===== config.mk =====
export PLATFORM = sky130hd
export DESIGN_NAME = disk_transfer_ctrl
export DESIGN_NICKNAME = d
export VERILOG_FILES = /design/src/rtl/disk_transfer_ctrl.sv
export SDC_FILE = /design/constraint.sdc
export NUM_CORES = 1
export LEC_CHECK = 0
export ABC_CLOCK_PERIOD_IN_PS = 2600
export BUFFER_PORTS_ARGS = -buffer_cell sky130_fd_sc_hd__buf_2
export CORE_MARGIN = 2
export CORE_UTILIZATION = 50
export DETAILED_ROUTE_END_ITERATION = 12
export HOLD_SLACK_MARGIN = 0.06
export PLACE_DENSITY = 0.81
export SLEW_MARGIN = 20
export SYNTH_ARGS = -nofsm -noshare
export SYNTH_HDL_FRONTEND = slang
export SYNTH_SLANG_ARGS = --single-unit

===== constraint.sdc =====
create_clock -name clk -period 2.6 [get_ports clk]
set_input_delay 0.26 -clock clk [delete_from_list [all_inputs] [get_ports clk]]
set_output_delay 0.26 -clock clk [all_outputs]
set_load 0.05 [all_outputs]

===== src/rtl/disk_transfer_ctrl.sv =====
// disk_transfer_ctrl
//   Sequences a block transfer of N words between the disk and main RAM over
//   the RAM transfer port. While a block is moving, ldd locks out other RAM
//   writers. Each word takes two cycles, RD then WR:
//     load  (dir=0): RD presents disk_addr, WR writes disk_q into RAM.
//     store (dir=1): RD reads RAM via q_t into a buffer, WR writes the buffer to disk.
//   Optional feature macro: DISK_CHECKSUM_EN. When it is defined, chk
//   accumulates the sum of the transferred words modulo 2^DATA_WIDTH. When it
//   is undefined, chk is tied to 0.
// Ports
//   clk, rst                  clock (rising edge) and async active-high reset
//   start, dir                command strobe (IDLE only) and direction
//   disk_base, ram_base       first disk / RAM address of the block
//   count                     words to move (0 = no transfer)
//   busy, done                status, done is a 1-cycle pulse
//   ldd, tr, addr_t, data_t   RAM transfer port (q_t is the combinational read data)
//   disk_addr, disk_data      disk port (disk_q is the read data, 1-cycle latency)
//   disk_we
//   chk                       block checksum
module disk_transfer_ctrl #(
  parameter int unsigned DATA_WIDTH  = 16,
  parameter int unsigned ADDR_WIDTH  = 16,
  parameter int unsigned DADDR_WIDTH = 16
) (
  input  logic                   clk,
  input  logic                   rst,
  input  logic                   start,
  input  logic                   dir,
  input  logic [DADDR_WIDTH-1:0] disk_base,
  input  logic [ADDR_WIDTH-1:0]  ram_base,
  input  logic [ADDR_WIDTH-1:0]  count,
  output logic                   busy,
  output logic                   done,
  output logic                   ldd,
  output logic                   tr,
  output logic [ADDR_WIDTH-1:0]  addr_t,
  output logic [DATA_WIDTH-1:0]  data_t,
  input  logic [DATA_WIDTH-1:0]  q_t,
  output logic [DADDR_WIDTH-1:0] disk_addr,
  output logic [DATA_WIDTH-1:0]  disk_data,
  output logic                   disk_we,
  input  logic [DATA_WIDTH-1:0]  disk_q,
  output logic [DATA_WIDTH-1:0]  chk
);

  typedef enum logic [1:0] {
    S_IDLE = 2'd0,
    S_RD   = 2'd1,
    S_WR   = 2'd2,
    S_DONE = 2'd3
  } state_e;

  state_e                 state_q, state_d;
  logic [DADDR_WIDTH-1:0] dp_q, dp_d;
  logic [ADDR_WIDTH-1:0]  rp_q, rp_d;
  logic [ADDR_WIDTH-1:0]  rem_q, rem_d;
  logic                   dir_q, dir_d;
  logic [DATA_WIDTH-1:0]  wbuf_q, wbuf_d;
`ifdef DISK_CHECKSUM_EN
  logic [DATA_WIDTH-1:0]  chk_q, chk_d;
`endif

  // Next-state and datapath update
  always_comb begin
    state_d = state_q;
    dp_d    = dp_q;
    rp_d    = rp_q;
    rem_d   = rem_q;
    dir_d   = dir_q;
    wbuf_d  = wbuf_q;
`ifdef DISK_CHECKSUM_EN
    chk_d   = chk_q;
`endif
    case (state_q)
      S_IDLE: begin
        if (start) begin
          dp_d    = disk_base;
          rp_d    = ram_base;
          rem_d   = count;
          dir_d   = dir;
`ifdef DISK_CHECKSUM_EN
          chk_d   = '0;
`endif
          state_d = (count == '0) ? S_DONE : S_RD;
        end
      end
      S_RD: begin
        // Store path: RAM read data is combinational on addr_t, capture it now
        if (dir_q) wbuf_d = q_t;
        state_d = S_WR;
      end
      S_WR: begin
        // Pointers wrap naturally at their widths
        dp_d  = dp_q + DADDR_WIDTH'(1);
        rp_d  = rp_q + ADDR_WIDTH'(1);
        rem_d = rem_q - ADDR_WIDTH'(1);
`ifdef DISK_CHECKSUM_EN
        chk_d = chk_q + (dir_q ? wbuf_q : disk_q);
`endif
        state_d = (rem_q == ADDR_WIDTH'(1)) ? S_DONE : S_RD;
      end
      S_DONE: begin
        state_d = S_IDLE;
      end
      default: begin
        state_d = S_IDLE;
      end
    endcase
  end

  // State and datapath registers
  always_ff @(posedge clk or posedge rst) begin
    if (rst) begin
      state_q <= S_IDLE;
      dp_q    <= '0;
      rp_q    <= '0;
      rem_q   <= '0;
      dir_q   <= 1'b0;
      wbuf_q  <= '0;
`ifdef DISK_CHECKSUM_EN
      chk_q   <= '0;
`endif
    end else begin
      state_q <= state_d;
      dp_q    <= dp_d;
      rp_q    <= rp_d;
      rem_q   <= rem_d;
      dir_q   <= dir_d;
      wbuf_q  <= wbuf_d;
`ifdef DISK_CHECKSUM_EN
      chk_q   <= chk_d;
`endif
    end
  end

  // Output decode from registered state; every output is 0 in IDLE
  logic in_rd, in_wr;
  assign in_rd = (state_q == S_RD);
  assign in_wr = (state_q == S_WR);

  assign busy      = (state_q != S_IDLE);
  assign done      = (state_q == S_DONE);
  assign ldd       = in_rd | in_wr;
  assign tr        = in_wr & ~dir_q;
  assign disk_we   = in_wr & dir_q;
  assign addr_t    = ((in_rd & dir_q) | (in_wr & ~dir_q)) ? rp_q : '0;
  // Load data comes straight from the disk read issued in the preceding RD
  assign data_t    = (in_wr & ~dir_q) ? disk_q : '0;
  assign disk_addr = ((in_rd & ~dir_q) | (in_wr & dir_q)) ? dp_q : '0;
  assign disk_data = (in_wr & dir_q) ? wbuf_q : '0;

`ifdef DISK_CHECKSUM_EN
  assign chk = chk_q;
`else
  assign chk = '0;
`endif

endmodule


After elaboration in Yosys (flattened, before gate mapping)
Index checks and enable logic that the tools add are counted.
W data, S select, Z words.
{"block": "word_totals", "regBits": 67, "out_inout_bits": 85}
{"block": "op_classes", "addsub": 3, "n_reduce_logical": 7, "n_mux": 14, "n_eq_ne": 5, "bitwise_logic": 8}
{"operator": "$mux W16", "n": 7}
{"operator": "$pmux W16 S2", "n": 3}
{"operator": "$add A16 B1 Y16 const B", "n": 2}
{"operator": "$eq A16 B1 Y1 const B", "n": 1}
{"operator": "$logic_not A16 Y1", "n": 1}
{"operator": "$sub A16 B1 Y16 const B", "n": 1}
{"operator": "$pmux W2 S4", "n": 1}
{"operator": "$mux W2", "n": 3}
{"operator": "$reduce_and A2 Y1", "n": 3}
{"operator": "$and A1 B1 Y1", "n": 4}
{"operator": "$eq A2 B2 Y1 const B", "n": 2}
{"operator": "$reduce_bool A2 Y1", "n": 2}
{"operator": "$or A1 B1 Y1", "n": 3}
{"operator": "$eq A2 B1 Y1 const B", "n": 1}
{"operator": "$logic_not A2 Y1", "n": 1}
{"operator": "$ne A2 B2 Y1 const B", "n": 1}
{"operator": "$not A1 Y1", "n": 1}

Longest topological paths before layout
{"block": "depth", "word_depth": 4, "depth_mapped": 8, "depth_no_buf": 6}

Worst setup path before layout
No wires, ideal clock.
{"block": "synth_timing", "kind": "register to output", "startpoint": "reg state_q[0]", "endpoint": "out addr_t[11]", "setup_slack_ns": -0.362, "arrival_time_ns": 2.702, "t_required_ns": 2.340, "path_buffers": 1, "stages_incl_launch_ff": 8, "cell_sequence": "dfrtp_1 inv_1 ha_1 inv_2 nor2_1 a21oi_1 clkbuf_1 nor2b_1"}
{"block": "synth_via", "elab_chain_cells": 4, "word_cells_on_any_way": 6}
{"item": "start: declaration", "line": "53", "rtl": "state_e state_q, state_d;"}
{"item": "start signal: assignment", "line": "124", "rtl": "state_q <= state_d;"}
{"item": "$eq A2 B2 Y1", "line": "139", "rtl": "assign in_wr = (state_q == S_WR);"}
{"item": "$and A1 B1 Y1"}
{"item": "named net tr", "line": "35", "rtl": "output logic tr,"}
{"item": "$or A1 B1 Y1", "line": "146", "rtl": "assign addr_t = ((in_rd & dir_q) | (in_wr & ~dir_q)) ? rp_q : '0;"}
{"item": "$mux W16", "line": "146"}
{"item": "end: declaration", "line": "36", "rtl": "output logic [ADDR_WIDTH-1:0] addr_t,"}
The timed path passes the listed nets, and every way through them passes these cells.

Final worst setup path
{"block": "layout_timing", "startpoint": "reg state_q[0]", "endpoint": "out disk_addr[6]"}
{"block": "layout_via", "elab_chain_cells": 4, "word_cells_on_any_way": 6}
{"item": "$eq A2 B1 Y1 or $eq A2 B2 Y1 (tied branches)", "line": "138, 139"}
{"item": "$and A1 B1 Y1", "line": "149", "rtl": "assign disk_addr = ((in_rd & ~dir_q) | (in_wr & dir_q)) ? dp_q : '0;"}
{"item": "$or A1 B1 Y1 (*)", "line": "149"}
{"item": "$mux W16 (*)", "line": "149"}
{"item": "end: declaration", "line": "39", "rtl": "output logic [DADDR_WIDTH-1:0] disk_addr,"}
Mark *: on every way between the ends. The rest lies on a longest branch, timed or not.

==> impl_metrics.json <==
{
  "seq_area_frac_synth_pct": 37.9,
  "met3_usage_pct": 3.87,
  "drv_cap": 0,
  "setup_viol": 0,
  "rows": 34,
  "fin_ws_ns": 0.200,
  "die_y_um": 98.0,
  "yosys.area_share.simple_pct": 26.8,
  "worst-path-max-fanout": 16,
  "finalHoldViolCount": 0,
  "placed_cells": 757,
  "cts_buffers": 9,
  "clk_root_buffer_cell": "clkbuf_8",
  "diodes": 0,
  "use_met2_pct": 40.7,
  "leakage_nw": 2.65,
  "synth_compound_area_share_pct": 17.8,
  "grt_overflow": 0,
  "fin_worst_skew_ns": 0.0108,
  "synthCells": 520,
  "status": "complete, no violations",
  "ir_worst_vdd_v": 0.000598,
  "cts_tree": "built",
  "synth_area_um2": 4420,
  "cp.required_ns": 2.34,
  "routed_wirelength_um": 12100,
  "num_io_pins": 169,
  "dr.pass1.iters": 5,
  "antenna_found_initial": 0,
  "synth-warning-count": 0,
  "critical_path.endpoint_type": "output port",
  "fmax_ghz": 0.417,
  "finalSetupTns_ns": 0,
  "grt_usage_pct": 25.4,
  "synth_top_cell_area_share_pct": 37.9,
  "slew_headroom_pct": 55.2,
  "syn_area_per_cell_um2": 8.50,
  "path_clk_slew_ns": 0.07,
  "nFillCells": 780,
  "fin_cells": 775,
  "finalMaxSlewViolations": 0,
  "met1_usage_pct": 34.8,
  "synth.distinct_cells": 53,
  "remaining_drc_errors": 0,
  "io_buffers": 152,
  "grt.busiest_layer": "met2",
  "drive_above_1_share_pct": 34.5,
  "rsz0062_at_grt": "no",
  "grt_pass1_vias": 4176,
  "synthAdderAreaFrac_pct": 2.26,
  "numClockSinks": 67,
  "finalWeightedCongestion": 0.876,
  "hpwl_um": 8700,
  "critical_path_class": "flip-flop to output port",
  "vias": 4446,
  "yosys-top-cells-area": "dfrtp_1, a21oi_1, and3_1",
  "yosys.area.top_type": "dfrtp_1",
  "power_density_nw_per_um2": 1340,
  "synthMuxAreaShare_pct": 7.78,
  "synth_most_common_cell": "dfrtp_1",
  "grt_pass1_wl_um": 20200,
  "fin_crit_sh_pct": 92.3,
  "crit_arrival_ns": 2.14,
  "vias_per_cell": 5.74,
  "worstMarginPinSlew_ns": 0.671,
  "min_path_type": "input pin to flip-flop",
  "clk_latency_ns": 0.35,
  "synth_xor_area_share_pct": 0,
  "core_area_um2": 8640,
  "grt_start_max_net_pins": 68,
  "synth_top_family_by_area": "simple AND/OR/NAND/NOR gates",
  "clockBufferDepth": 2,
  "synthTopCellsByCount": "dfrtp_1, a21oi_1, and3_1",
  "ant_nets": 0,
  "htree_levels": 3,
  "synth_ff_type": "dfrtp_1",
  "synthArstFlopShare_pct": 100,
  "start_kind": "flip-flop",
  "pre_cts_ws_ns": 0.469,
  "synth_edf_count": 0,
  "period_minus_slack_ns": 2.40,
  "start_util_pct": 51.2,
  "drtIter0Drc": 267,
  "wl_per_cell_um": 15.6,
  "dieArea_um2": 9610,
  "nets": 754,
  "ys_seq_elements": 67,
  "die_w_um": 98.0,
  "syn2layout_area_growth_pct": 24.9
}
report_power, final:
group	leakage (nW)	internal, W	switching, W
Sequential	0.771	0.00158	0.000591
Clock	0.0997	0.000451	0.000397
Combinational	1.77	0.00145	0.00295
state kept, by name, indices dropped and copies added, names as in the netlist:
| name | count |
|---|---|
| state_q | 2 |
| dp_q | 16 |
| rp_q | 16 |
| wbuf_q | 16 |
| rem_q | 16 |
| dir_q | 1 |
critical path: stages (launching register included):
cell and delay [ns]:
dfrtp_1 0.41, inv_1 0.15, ha_4 0.25, inv_2 0.13, nor2_1 0.17, a21oi_2 0.06, buf_4 0.22, nor2b_1 0.14
buf_2 0.27
repair_timing:
action                                 in CTS  in global routing
buffers inserted                            0                  1
setup endpoints to repair                   0                 18
hold buffers                                1                  0
endpoints found under the hold margin      67                  0
gates resized for setup                     0                  0
layer usage:
metal  part of all wire, %  routed length (µm)
met4                   2.3                 283
met3                   5.5                 662
met2                    48                5820
met5                     0                   0
met1                    44                5310
layout by cell type (no fill, tap or decap), drive strengths merged, types with 16 or more instances in the layout:
| cell | instances |
|---|---|
| and3 | 35 |
| a21oi | 50 |
| o21ai | 24 |
| nor2b | 26 |
| inv | 20 |
| mux2 | 19 |
| conb | 16 |
| dfrtp | 67 |
| o22ai | 19 |
| nand3 | 31 |
| nand2 | 28 |
| nor2 | 28 |
| buf | 165 |
stage by stage:
step	power, W	hold slack, ns	utilization, %	area, µm²
final	0.00742	0.145	63.9	5520
after CTS	0.00742	0.132	63.9	5510
after floorplan	0.00551	0.405	-	4530
after detailed placement	0.00656	0.374	61.5	5310
after global routing	0.00796	0.132	63.9	5520
after global placement	0.00642	0.364	61.5	5310
final timing paths:
path / startpoint / slack, ns / to / cells after the start
setup / recovery: state_q[0]$_DFFE_PP0P_ / 0.20 / disk_addr[6] / 8
hold / removal: q_t[7] / 0.14 / wbuf_q[7]$_DFFE_PP0P_ / 2
min in group asynchronous: rst / 0.53 / wbuf_q[13]$_DFFE_PP0P_ / 4
setup reg to reg: state_q[0]$_DFFE_PP0P_ / 0.51 / rp_q[15]$_DFFE_PP0P_ / 6
hold reg to reg: wbuf_q[10]$_DFFE_PP0P_ / 0.50 / wbuf_q[10]$_DFFE_PP0P_ / 1
max in group asynchronous: rst / 1.78 / rem_q[14]$_DFFE_PP0P_ / 4
kinds of logic after synthesis:
family | after synthesis
mux | 32
buf+inv | 70
compound gates | 129
other cells | 1
fa+ha+maj | 8
simple gates | 213
flops | 67
final cells by class:
class                   instances  area [µm²]  area share, %
clock buffers                  15         186           3.38
clock inverters                 1        5.00         0.0906
inverters                      20        75.1           1.36
multi-input cells             398        2550           46.2
flip-flops and latches         67        1680           30.4
well taps                     108         135           2.45
repair buffers                166         893           16.2
No activity file was read; power rests on OpenSTA's default activity.
